## src/rtl/cpu_pkg.sv

```systemverilog
// Purpose: shared datapath widths and register-file types used by decode and writeback.
`timescale 1ns/1ps
package cpu_pkg;
  localparam int unsigned DATA_W = 16;
  localparam int unsigned ADDR_W = 4;

  typedef logic [DATA_W-1:0] word_t;
  typedef logic [ADDR_W-1:0] reg_addr_t;
endpackage

```

## src/rtl/regfile_sb_bits.sv

```systemverilog
// Purpose: per-register busy scoreboard with an incrementally maintained pending count.
// Ports:
//   clk, rst            clock, asynchronous active-high reset
//   i_wr_en, i_wr_addr  writeback (clears the busy bit of the written register)
//   i_issue_en/_addr    decode issue (sets the busy bit of the destination)
//   i_flush             clears every busy bit
//   o_busy              registered busy vector, one bit per register
//   o_pending_cnt       registered popcount of o_busy
//   o_sb_full_c         combinational: every trackable register is busy
`timescale 1ns/1ps
module regfile_sb_bits
  import cpu_pkg::*;
#(
  parameter int unsigned ADDR_W   = cpu_pkg::ADDR_W,
  parameter bit          ZERO_REG = 1'b1
) (
  input  logic                  clk,
  input  logic                  rst,
  input  logic                  i_wr_en,
  input  logic [ADDR_W-1:0]     i_wr_addr,
  input  logic                  i_issue_en,
  input  logic [ADDR_W-1:0]     i_issue_addr,
  input  logic                  i_flush,
  output logic [(1<<ADDR_W)-1:0] o_busy,
  output logic [ADDR_W:0]       o_pending_cnt,
  output logic                  o_sb_full_c
);
  localparam int unsigned DEPTH   = 1 << ADDR_W;
  localparam int unsigned CW      = ADDR_W + 1;
  localparam int unsigned MAX_CNT = ZERO_REG ? DEPTH - 1 : DEPTH;

  logic [DEPTH-1:0] r_busy, w_busy_nxt, w_set, w_clr;
  logic [CW-1:0]    r_cnt, w_cnt_nxt;
  logic             w_issue_ok, w_inc, w_dec;

  // Next busy vector and count; set beats a same-register clear, flush beats both.
  always_comb begin
    w_issue_ok = i_issue_en && !(ZERO_REG && (i_issue_addr == '0));
    w_set      = '0;
    w_clr      = '0;
    if (w_issue_ok) w_set[i_issue_addr] = 1'b1;
    if (i_wr_en)    w_clr[i_wr_addr]    = 1'b1;
    // Count moves only on real 0->1 / 1->0 transitions of a bit.
    w_inc      = w_issue_ok && !r_busy[i_issue_addr];
    w_dec      = i_wr_en && r_busy[i_wr_addr] &&
                 !(w_issue_ok && (i_issue_addr == i_wr_addr));
    w_busy_nxt = (r_busy & ~w_clr) | w_set;
    w_cnt_nxt  = r_cnt + CW'(w_inc) - CW'(w_dec);
    if (i_flush) begin
      w_busy_nxt = '0;
      w_cnt_nxt  = '0;
    end
  end

  // Scoreboard state.
  always_ff @(posedge clk or posedge rst) begin
    if (rst) begin
      r_busy <= '0;
      r_cnt  <= '0;
    end else begin
      r_busy <= w_busy_nxt;
      r_cnt  <= w_cnt_nxt;
    end
  end

  assign o_busy        = r_busy;
  assign o_pending_cnt = r_cnt;
  assign o_sb_full_c   = (r_cnt == CW'(MAX_CNT));
endmodule

```

## src/rtl/regfile_scoreboard.sv

```systemverilog
// Purpose: 2-read/1-write register file with write-through bypass, optional hard-wired
//          zero register and a busy scoreboard for RAW hazard detection at decode.
// Ports:
//   clk, rst                       clock, asynchronous active-high reset
//   wr_en, wr_addr, wr_data        writeback port
//   rd_addr_a/b -> rd_data_a/b     combinational read ports (bypassed when enabled)
//   busy_a/b                       pending-write flag of the addressed register
//   issue_en, issue_addr           decode marks a destination as pending
//   flush                          synchronous clear of all pending flags
//   pending_cnt, sb_full           number of pending registers, all-pending flag
`timescale 1ns/1ps
module regfile_scoreboard
  import cpu_pkg::*;
#(
  parameter int unsigned DATA_W   = cpu_pkg::DATA_W,
  parameter int unsigned ADDR_W   = cpu_pkg::ADDR_W,
  parameter bit          ZERO_REG = 1'b1,
  parameter bit          BYPASS   = 1'b1
) (
  input  logic              clk,
  input  logic              rst,
  input  logic              wr_en,
  input  logic [ADDR_W-1:0] wr_addr,
  input  logic [DATA_W-1:0] wr_data,
  input  logic [ADDR_W-1:0] rd_addr_a,
  output logic [DATA_W-1:0] rd_data_a,
  output logic              busy_a,
  input  logic [ADDR_W-1:0] rd_addr_b,
  output logic [DATA_W-1:0] rd_data_b,
  output logic              busy_b,
  input  logic              issue_en,
  input  logic [ADDR_W-1:0] issue_addr,
  input  logic              flush,
  output logic [ADDR_W:0]   pending_cnt,
  output logic              sb_full
);
  localparam int unsigned DEPTH = 1 << ADDR_W;

  logic [DATA_W-1:0] r_regs [DEPTH];
  logic [DEPTH-1:0]  w_busy;
  logic              w_wr_ok;
  logic              w_clr_ok;

  // Writes to the zero register are dropped so it never holds data.
  assign w_wr_ok  = wr_en && !(ZERO_REG && (wr_addr == '0));
  // A same-cycle issue to the written register keeps it busy.
  assign w_clr_ok = w_wr_ok && !(issue_en && (issue_addr == wr_addr));

  // Storage array.
  always_ff @(posedge clk or posedge rst) begin
    if (rst) begin
      r_regs <= '{default: '0};
    end else if (w_wr_ok) begin
      r_regs[wr_addr] <= wr_data;
    end
  end

  regfile_sb_bits #(
    .ADDR_W   (ADDR_W),
    .ZERO_REG (ZERO_REG)
  ) u_sb_bits (
    .clk           (clk),
    .rst           (rst),
    .i_wr_en       (w_wr_ok),
    .i_wr_addr     (wr_addr),
    .i_issue_en    (issue_en),
    .i_issue_addr  (issue_addr),
    .i_flush       (flush),
    .o_busy        (w_busy),
    .o_pending_cnt (pending_cnt),
    .o_sb_full_c   (sb_full)
  );

  // Read port A with write-through bypass.
  always_comb begin
    rd_data_a = r_regs[rd_addr_a];
    busy_a    = w_busy[rd_addr_a];
    if (BYPASS && w_wr_ok && (wr_addr == rd_addr_a)) begin
      rd_data_a = wr_data;
      if (w_clr_ok) busy_a = 1'b0;
    end
    if (ZERO_REG && (rd_addr_a == '0)) begin
      rd_data_a = '0;
      busy_a    = 1'b0;
    end
  end

  // Read port B with write-through bypass.
  always_comb begin
    rd_data_b = r_regs[rd_addr_b];
    busy_b    = w_busy[rd_addr_b];
    if (BYPASS && w_wr_ok && (wr_addr == rd_addr_b)) begin
      rd_data_b = wr_data;
      if (w_clr_ok) busy_b = 1'b0;
    end
    if (ZERO_REG && (rd_addr_b == '0)) begin
      rd_data_b = '0;
      busy_b    = 1'b0;
    end
  end
endmodule

```

## config.mk

```make
export PLATFORM = sky130hd
export DESIGN_NAME = regfile_scoreboard
export DESIGN_NICKNAME = d
export VERILOG_FILES = /design/src/rtl/cpu_pkg.sv /design/src/rtl/regfile_sb_bits.sv /design/src/rtl/regfile_scoreboard.sv
export SDC_FILE = /design/constraint.sdc
export NUM_CORES = 1
export LEC_CHECK = 0
export ABC_AREA = 1
export CORE_ASPECT_RATIO = 1.2
export CORE_MARGIN = 2
export CORE_UTILIZATION = 40
export DETAILED_ROUTE_END_ITERATION = 6
export GPL_ROUTABILITY_DRIVEN = 0
export PLACE_DENSITY_LB_ADDON = 0.05
export SYNTH_ARGS = -nofsm -noshare
export SYNTH_HDL_FRONTEND = slang
export SYNTH_HIERARCHICAL = 1
export SYNTH_SLANG_ARGS = --single-unit
```

## constraint.sdc

```tcl
create_clock -name clk -period 17.7 [get_ports clk]
set_clock_uncertainty 0.15 [all_clocks]
set_input_delay 3.54 -clock clk [delete_from_list [all_inputs] [get_ports clk]]
set_output_delay 3.54 -clock clk [all_outputs]
set_load 0.05 [all_outputs]
```

==> reports/qor.yml, run 1 <==
reg2reg_from: "u_sb_bits/o_busy[7]$_DFF_PP0_"
p_leak_uw: 0.00982
area_growth_pct: 10.3
drt_first_iter_violations: 1586
drive_gt1_share_pct: 5.52
die_w_um: 195
core_region_area_sq_mm: 0.0429
critical_path_class: "input pin to output pin"
ctsResizeCount: 0
muxShareOfSynthArea_pct: 0
synth_top_area_share_pct: 39.8
final_nets: 2665
power_density_mw_per_mm2: 109
hold_start: "r_regs[255]$_DFFE_PP0P_"
grt_util_all_layers_pct: 28.2
cts_max_level: 2
dp_cells: 3136
mostFrequentLayoutCells: "1008 x nand2_1, 392 x nand3_1, 277 x dfrtp_1, 250 x inv_1, 172 x nor2_1"
drt_wl_total_mm: 63.5
grt_pass1_vias: 16300
ir_drop_mv: 0.0733
hold_buffers: 0
finalCriticalPeriod_ns: 11.15
synth_warnings: 6
root_buffer: "clkbuf_16"
syn_nets: 2729
max_slew_margin_pct: 17.7
max_stage_delay_ns: 1.00
synth-compound-area-share_pct: 9.99
postCtsSetupBuffers: 0
synthAdderAreaFrac_pct: 0.546
synth-seq-cells: 277
worstHoldPathType: "flop to flop"
finalWorstSetupSlack_ns: 6.55
antenna_cells: 0
slew_violations: 0
wire_per_inst_um: 19.9
synth_area_leader_cell: "dfrtp_1"
start_kind: "input pin"
cts_tree: "yes"
post-route-period-util_pct: 63.0
outcome: "complete, no violations"
critPathMaxFanout: 21
path_buf_inv: 3
numCtsBuffers: 35
grt_pass1_wl_mm: 98.3
mostFrequentLayoutCell: "nand2_1"
start_util_pct: 40.6
critPathTopFamily: "simple AND/OR/NAND/NOR gates"
syn_avg_cell_area_sq_um: 6.49
grt_remaining_overflow: 0
place_ws_ns: 6.66
drv_cap: 0
die_h_um: 233
netlist_top_cells_area: "dfrtp_1 40%, nand2_1 22%, nand3_1 11%"
vias_per_cell: 5.35
synth-edff-count: 0
cp_slowest_cell: "nand3_1"
min_to: "r_regs[255]$_DFFE_PP0P_"
netlist_area_sq_mm: 0.0174
seq_area_frac_synth_pct: 39.8
die-area_sq_mm: 0.0453
rsz0062_at_grt: "false"
num_rows: 83
async_reset_ff_share_pct: 100
port_buffers: 76
synthSimpleGateAreaFrac_pct: 38.3
cp.required_ns: 14.01
cpMostUsedCell: "clkdlybuf4s50_1"
finalHoldViolations: 0
tightestPinTransition_ns: 1.23
reg2reg_depth: 18
synth_cells: 2685
reg2reg_slack_ns: 14.99
antenna_found_initial: 1
utilization_pct: 44.8
synthFlopType: "dfrtp_1"
grt_max_degree: 111
synth_top_family_by_area: "simple AND/OR/NAND/NOR gates"
timing.critical_path.from: "rd_addr_b[3]"
top_level_ports: 77
synth-xor-area-share_pct: 0.251
drt-pass1-iter-count: 6
fillers: 4546
end_kind: "output pin"
hold_ws_ns: 0.225
crit_arrival_ns: 7.46
finalSetupViolations: 0
hold_depth: 0
dp_hpwl_mm: 37.9
crit_chain: "clkdlybuf4s50_1, buf_4, nor2_2, nand3_1, o21ai_1, nor2_1, clkdlybuf4s50_1"
drc: 0
r2r_end: "u_sb_bits/o_pending_cnt[4]$_DFF_PP0_"
clock_path_buffers: 3
layout.cells.non_filler: 3196
cts.sinks: 277
fmax_ghz: 0.0897
clkTransAtPathRegs_ns: 0.06
synth_cell_types: 32
ant_nets: 0
finalSetupTns_ns: 0
clkLatencyLatePin_ns: 0.53
vias: 17100
-- flip-flops by register name, indices dropped and copies added (netlist names) --
signal,flops
u_sb_bits/o_busy,16
r_regs,256
u_sb_bits/o_pending_cnt,5
-- cell families (layout without fill, tap and decap cells) --
group                    count (synthesis)  in the layout
flip-flops                             277            277
adder cells (fa/ha/maj)                  7              7
buffers and inverters                  463            422
AND/OR/NAND/NOR                       1604           1604
XOR/XNOR                                 5              5
AO/OA/AOI/OAI                          329            329
-- routing by layer --
layer,GRT usage [%],wire length (um),vias to the layer above
met3,4.15,4020,124
met1,37.1,27500,8025
li1,-,-,8276
met4,11.2,2260,2
met5,0,7,-
met2,46.9,29700,662
-- through the flow --
stage / instance area [sq um] / total power, uW
global placement: 18100 / 1370
global route: 19200 / 2220
floorplan: 17400 / 1220
finish: 19200 / 2090
CTS: 19200 / 2100
detailed placement: 18100 / 1370
-- how the worst max path moves through the flow --
stage	cells after the start	to	slack [ns]
2_1_floorplan	1	r_regs[0]$_DFFE_PP0P_	6.97
3_3_place_gp	7	rd_data_b[1]	6.66
3_5_place_dp	7	rd_data_b[1]	6.66
4_1_cts	7	rd_data_b[1]	6.63
5_1_grt	7	rd_data_b[1]	6.50
6_report	7	rd_data_b[1]	6.55
-- layout make-up --
type / count / area, sq um / area share [%]
tap: 552 / 691 / 3.59
inverter: 264 / 1000 / 5.22
clock inverter: 11 / 133 / 0.690
clock buffer: 49 / 1010 / 5.25
timing repair buffer: 98 / 901 / 4.69
multi-input combinational: 1945 / 8560 / 44.5
sequential: 277 / 6930 / 36.1
-- synthesized netlist by cell type, types with 9 or more instances --
| master | count |
|---|---|
| inv_1 | 251 |
| a21oi_1 | 30 |
| clkbuf_1 | 83 |
| buf_2 | 88 |
| dfrtp_1 | 277 |
| inv_2 | 13 |
| o21ai_0 | 119 |
| buf_6 | 9 |
| a21oi_2 | 13 |
| nand2_1 | 1008 |
| nand3_1 | 394 |
| buf_1 | 10 |
| o21ai_1 | 156 |
| nand2_2 | 9 |
| nor2_2 | 10 |
| nor2_1 | 172 |
-- power by group --
group | internal, uW | leakage (uW) | total [uW] | switching (uW)
clock | 429 | 0.000561 | 722 | 293
combinational | 178 | 0.00574 | 544 | 366
sequential | 753 | 0.00352 | 823 | 70.3
total | 1360 | 0.00982 | 2090 | 729
(Power assumes the default switching activity.)
==> inputs of run 2 (changes only) <==
clock period = 10.93 ns   (was 17.7 ns; I/O delays follow)
==> run 2 against run 1 <==
Sequential power increased by 62%. Largest cell class unchanged. First-iteration DRC count decreased by 14%. Core utilization decreased by 0.15 points. Register-to-register slack got worse by 6.8 ns. Largest power group unchanged.
==> reports/qor.yml, run 2 (same netlist as run 1, synthesis figures left out) <==
outcome: "complete, no violations"
cpMostUsedCell: "buf_4"
core_region_area_sq_mm: 0.0429  # unchanged
max_stage_delay_ns: 0.80  # -0.20 ns
start_kind: "input pin"
tightestPinTransition_ns: 1.11  # -0.123 ns
mostFrequentLayoutCell: "nand2_1"
num_rows: 83  # unchanged
antenna_found_initial: 0  # -1
cp-endpoint: "rd_data_b[1]"
finalSetupTns_ns: 0  # unchanged
power_density_mw_per_mm2: 173  # +60%
end_kind: "output pin"
crit_chain: "buf_4, inv_4, buf_4, nand3_1, o21ai_1, nor2_1, clkdlybuf4s50_1"
die_h_um: 233  # unchanged
drt-pass1-iter-count: 6  # unchanged
wire_per_inst_um: 20.0  # +0.66%
cts_max_level: 2  # unchanged
finalSetupViolations: 0  # unchanged
switching_share_pct: 34.8  # -0.083 points
reg2reg_depth: 18  # unchanged
drv_cap: 0  # unchanged
grt_util_all_layers_pct: 28.7  # +0.50 points
cp.required_ns: 8.59  # -5.42 ns
switching_power_uw: 1160  # +59%
power_frac_comb_pct: 26.5  # +0.5 points
critPathTopFamily: "buffers and inverters"
slew_violations: 0  # unchanged
crit_arrival_ns: 6.04  # -1.42 ns
ant_nets: 0  # unchanged
drc: 0  # unchanged
grt_pass1_vias: 16700  # +2.4%
postCtsSetupBuffers: 0  # unchanged
final_nets: 2669  # +0.15%
worstHoldPathType: "flop to flop"
drive_gt1_share_pct: 5.41  # -0.11 points
largest-register: "r_regs"
largest_reg_flops: 256  # unchanged
p_leak_uw: 0.00980  # -0.20%
reg2reg_slack_ns: 8.20  # -6.79 ns
hold_buffers: 0  # unchanged
grt_remaining_overflow: 0  # unchanged
clock_path_buffers: 3  # unchanged
finalCriticalPeriod_ns: 8.37
r2r_end: "u_sb_bits/o_pending_cnt[4]$_DFF_PP0_"
clkLatencyLatePin_ns: 0.54  # about the same
ctsResizeCount: 0  # unchanged
port_buffers: 76  # unchanged
critPathMaxFanout: 70  # +230%
timing.critical_path.from: "rd_addr_b[0]"
finalHoldViolations: 0  # unchanged
start_util_pct: 40.6  # unchanged
vias: 17200  # +0.39%
max_slew_margin_pct: 25.7  # +8.0 points
grt_max_degree: 105  # -5.4%
hold_ws_ns: 0.222  # -0.00280 ns
drt_first_iter_violations: 1368  # -14%
ir_drop_mv: 0.0873  # +19%
power.internal_uw: 2170  # +59%
root_buffer: "clkbuf_16"
reg2reg_from: "u_sb_bits/o_busy[7]$_DFF_PP0_"
clkTransAtPathRegs_ns: 0.05  # about the same
cp.depth: 7  # unchanged
mostFrequentLayoutCells: "1008 x nand2_1, 393 x nand3_1, 277 x dfrtp_1, 250 x inv_1, 172 x nor2_1"
cp_slowest_cell: "nand3_1"
cts_tree: "yes"
rsz0062_at_grt: "false"
clkPwrFrac_pct: 33.5  # -1.1 points
dp_hpwl_mm: 37.9  # about the same
drt_wl_total_mm: 63.9  # +0.63%
cts.sinks: 277  # unchanged
pwr-share-seq_pct: 40.0  # +0.6 points
vias_per_cell: 5.37  # +0.42%
power_uw: 3320  # +59%
antenna_cells: 0  # unchanged
die-area_sq_mm: 0.0453  # unchanged
numCtsBuffers: 35  # unchanged
area_growth_pct: 9.97
post-route-period-util_pct: 76.6
grt_pass1_wl_mm: 99.8  # +1.5%
fmax_ghz: 0.119
die_w_um: 195  # unchanged
critical_path_class: "input pin to output pin"
top_level_ports: 77  # unchanged
path_buf_inv: 4  # +1
==> run 2: metal layers <==
layer / GRT usage, % / share of wire (%)
met4: 10.1 / 2.9
met3: 4.30 / 6.7
met2: 50.5 / 49
met5: 0 / 0
met1: 36.0 / 42
==> run 2: per-stage QoR <==
stage | util, % | instances | instance area (sq um) | worst slack, ns
after floorplan | - | 2685 | 17400 | 1.55
after global placement | 42.2 | 3140 | 18100 | 2.73
after detailed placement | 42.2 | 3140 | 18100 | 2.69
after CTS | 44.7 | 3195 | 19200 | 2.68
after global routing | 44.7 | 3195 | 19200 | 2.40
final | 44.7 | 3195 | 19200 | 2.56
==> run 2: final cells by class <==
| type | count | area, sq um |
|---|---|---|
| Clock buffer | 47 | 961 |
| Tap cell | 552 | 691 |
| Timing Repair Buffer | 102 | 931 |
| Sequential cell | 277 | 6930 |
| Inverter | 264 | 1000 |
| Fill cell | 4552 | 23700 |
| Clock inverter | 8 | 93.8 |
| Multi-Input combinational cell | 1945 | 8550 |
==> run 2: worst min-delay path by stage <==
stage	startpoint	endpoint	slack, ns	depth (start not counted)
global route	r_regs[254]$_DFFE_PP0P_	r_regs[254]$_DFFE_PP0P_	0.23	0
detailed placement	r_regs[255]$_DFFE_PP0P_	r_regs[255]$_DFFE_PP0P_	0.22	0
floorplan	r_regs[240]$_DFFE_PP0P_	r_regs[240]$_DFFE_PP0P_	0.28	1
finish	r_regs[255]$_DFFE_PP0P_	r_regs[255]$_DFFE_PP0P_	0.22	0
global placement	r_regs[253]$_DFFE_PP0P_	r_regs[253]$_DFFE_PP0P_	0.22	0
CTS	r_regs[255]$_DFFE_PP0P_	r_regs[255]$_DFFE_PP0P_	0.23	0
==> run 2: power by group through the flow <==
stage	registers [uW]	clock network, uW	logic (uW)
2_1_floorplan	1330	0	633
3_3_place_gp	1340	0	866
3_5_place_dp	1340	0	879
4_1_cts	1330	1140	882
5_1_grt	1360	1190	996
6_report	1330	1110	879
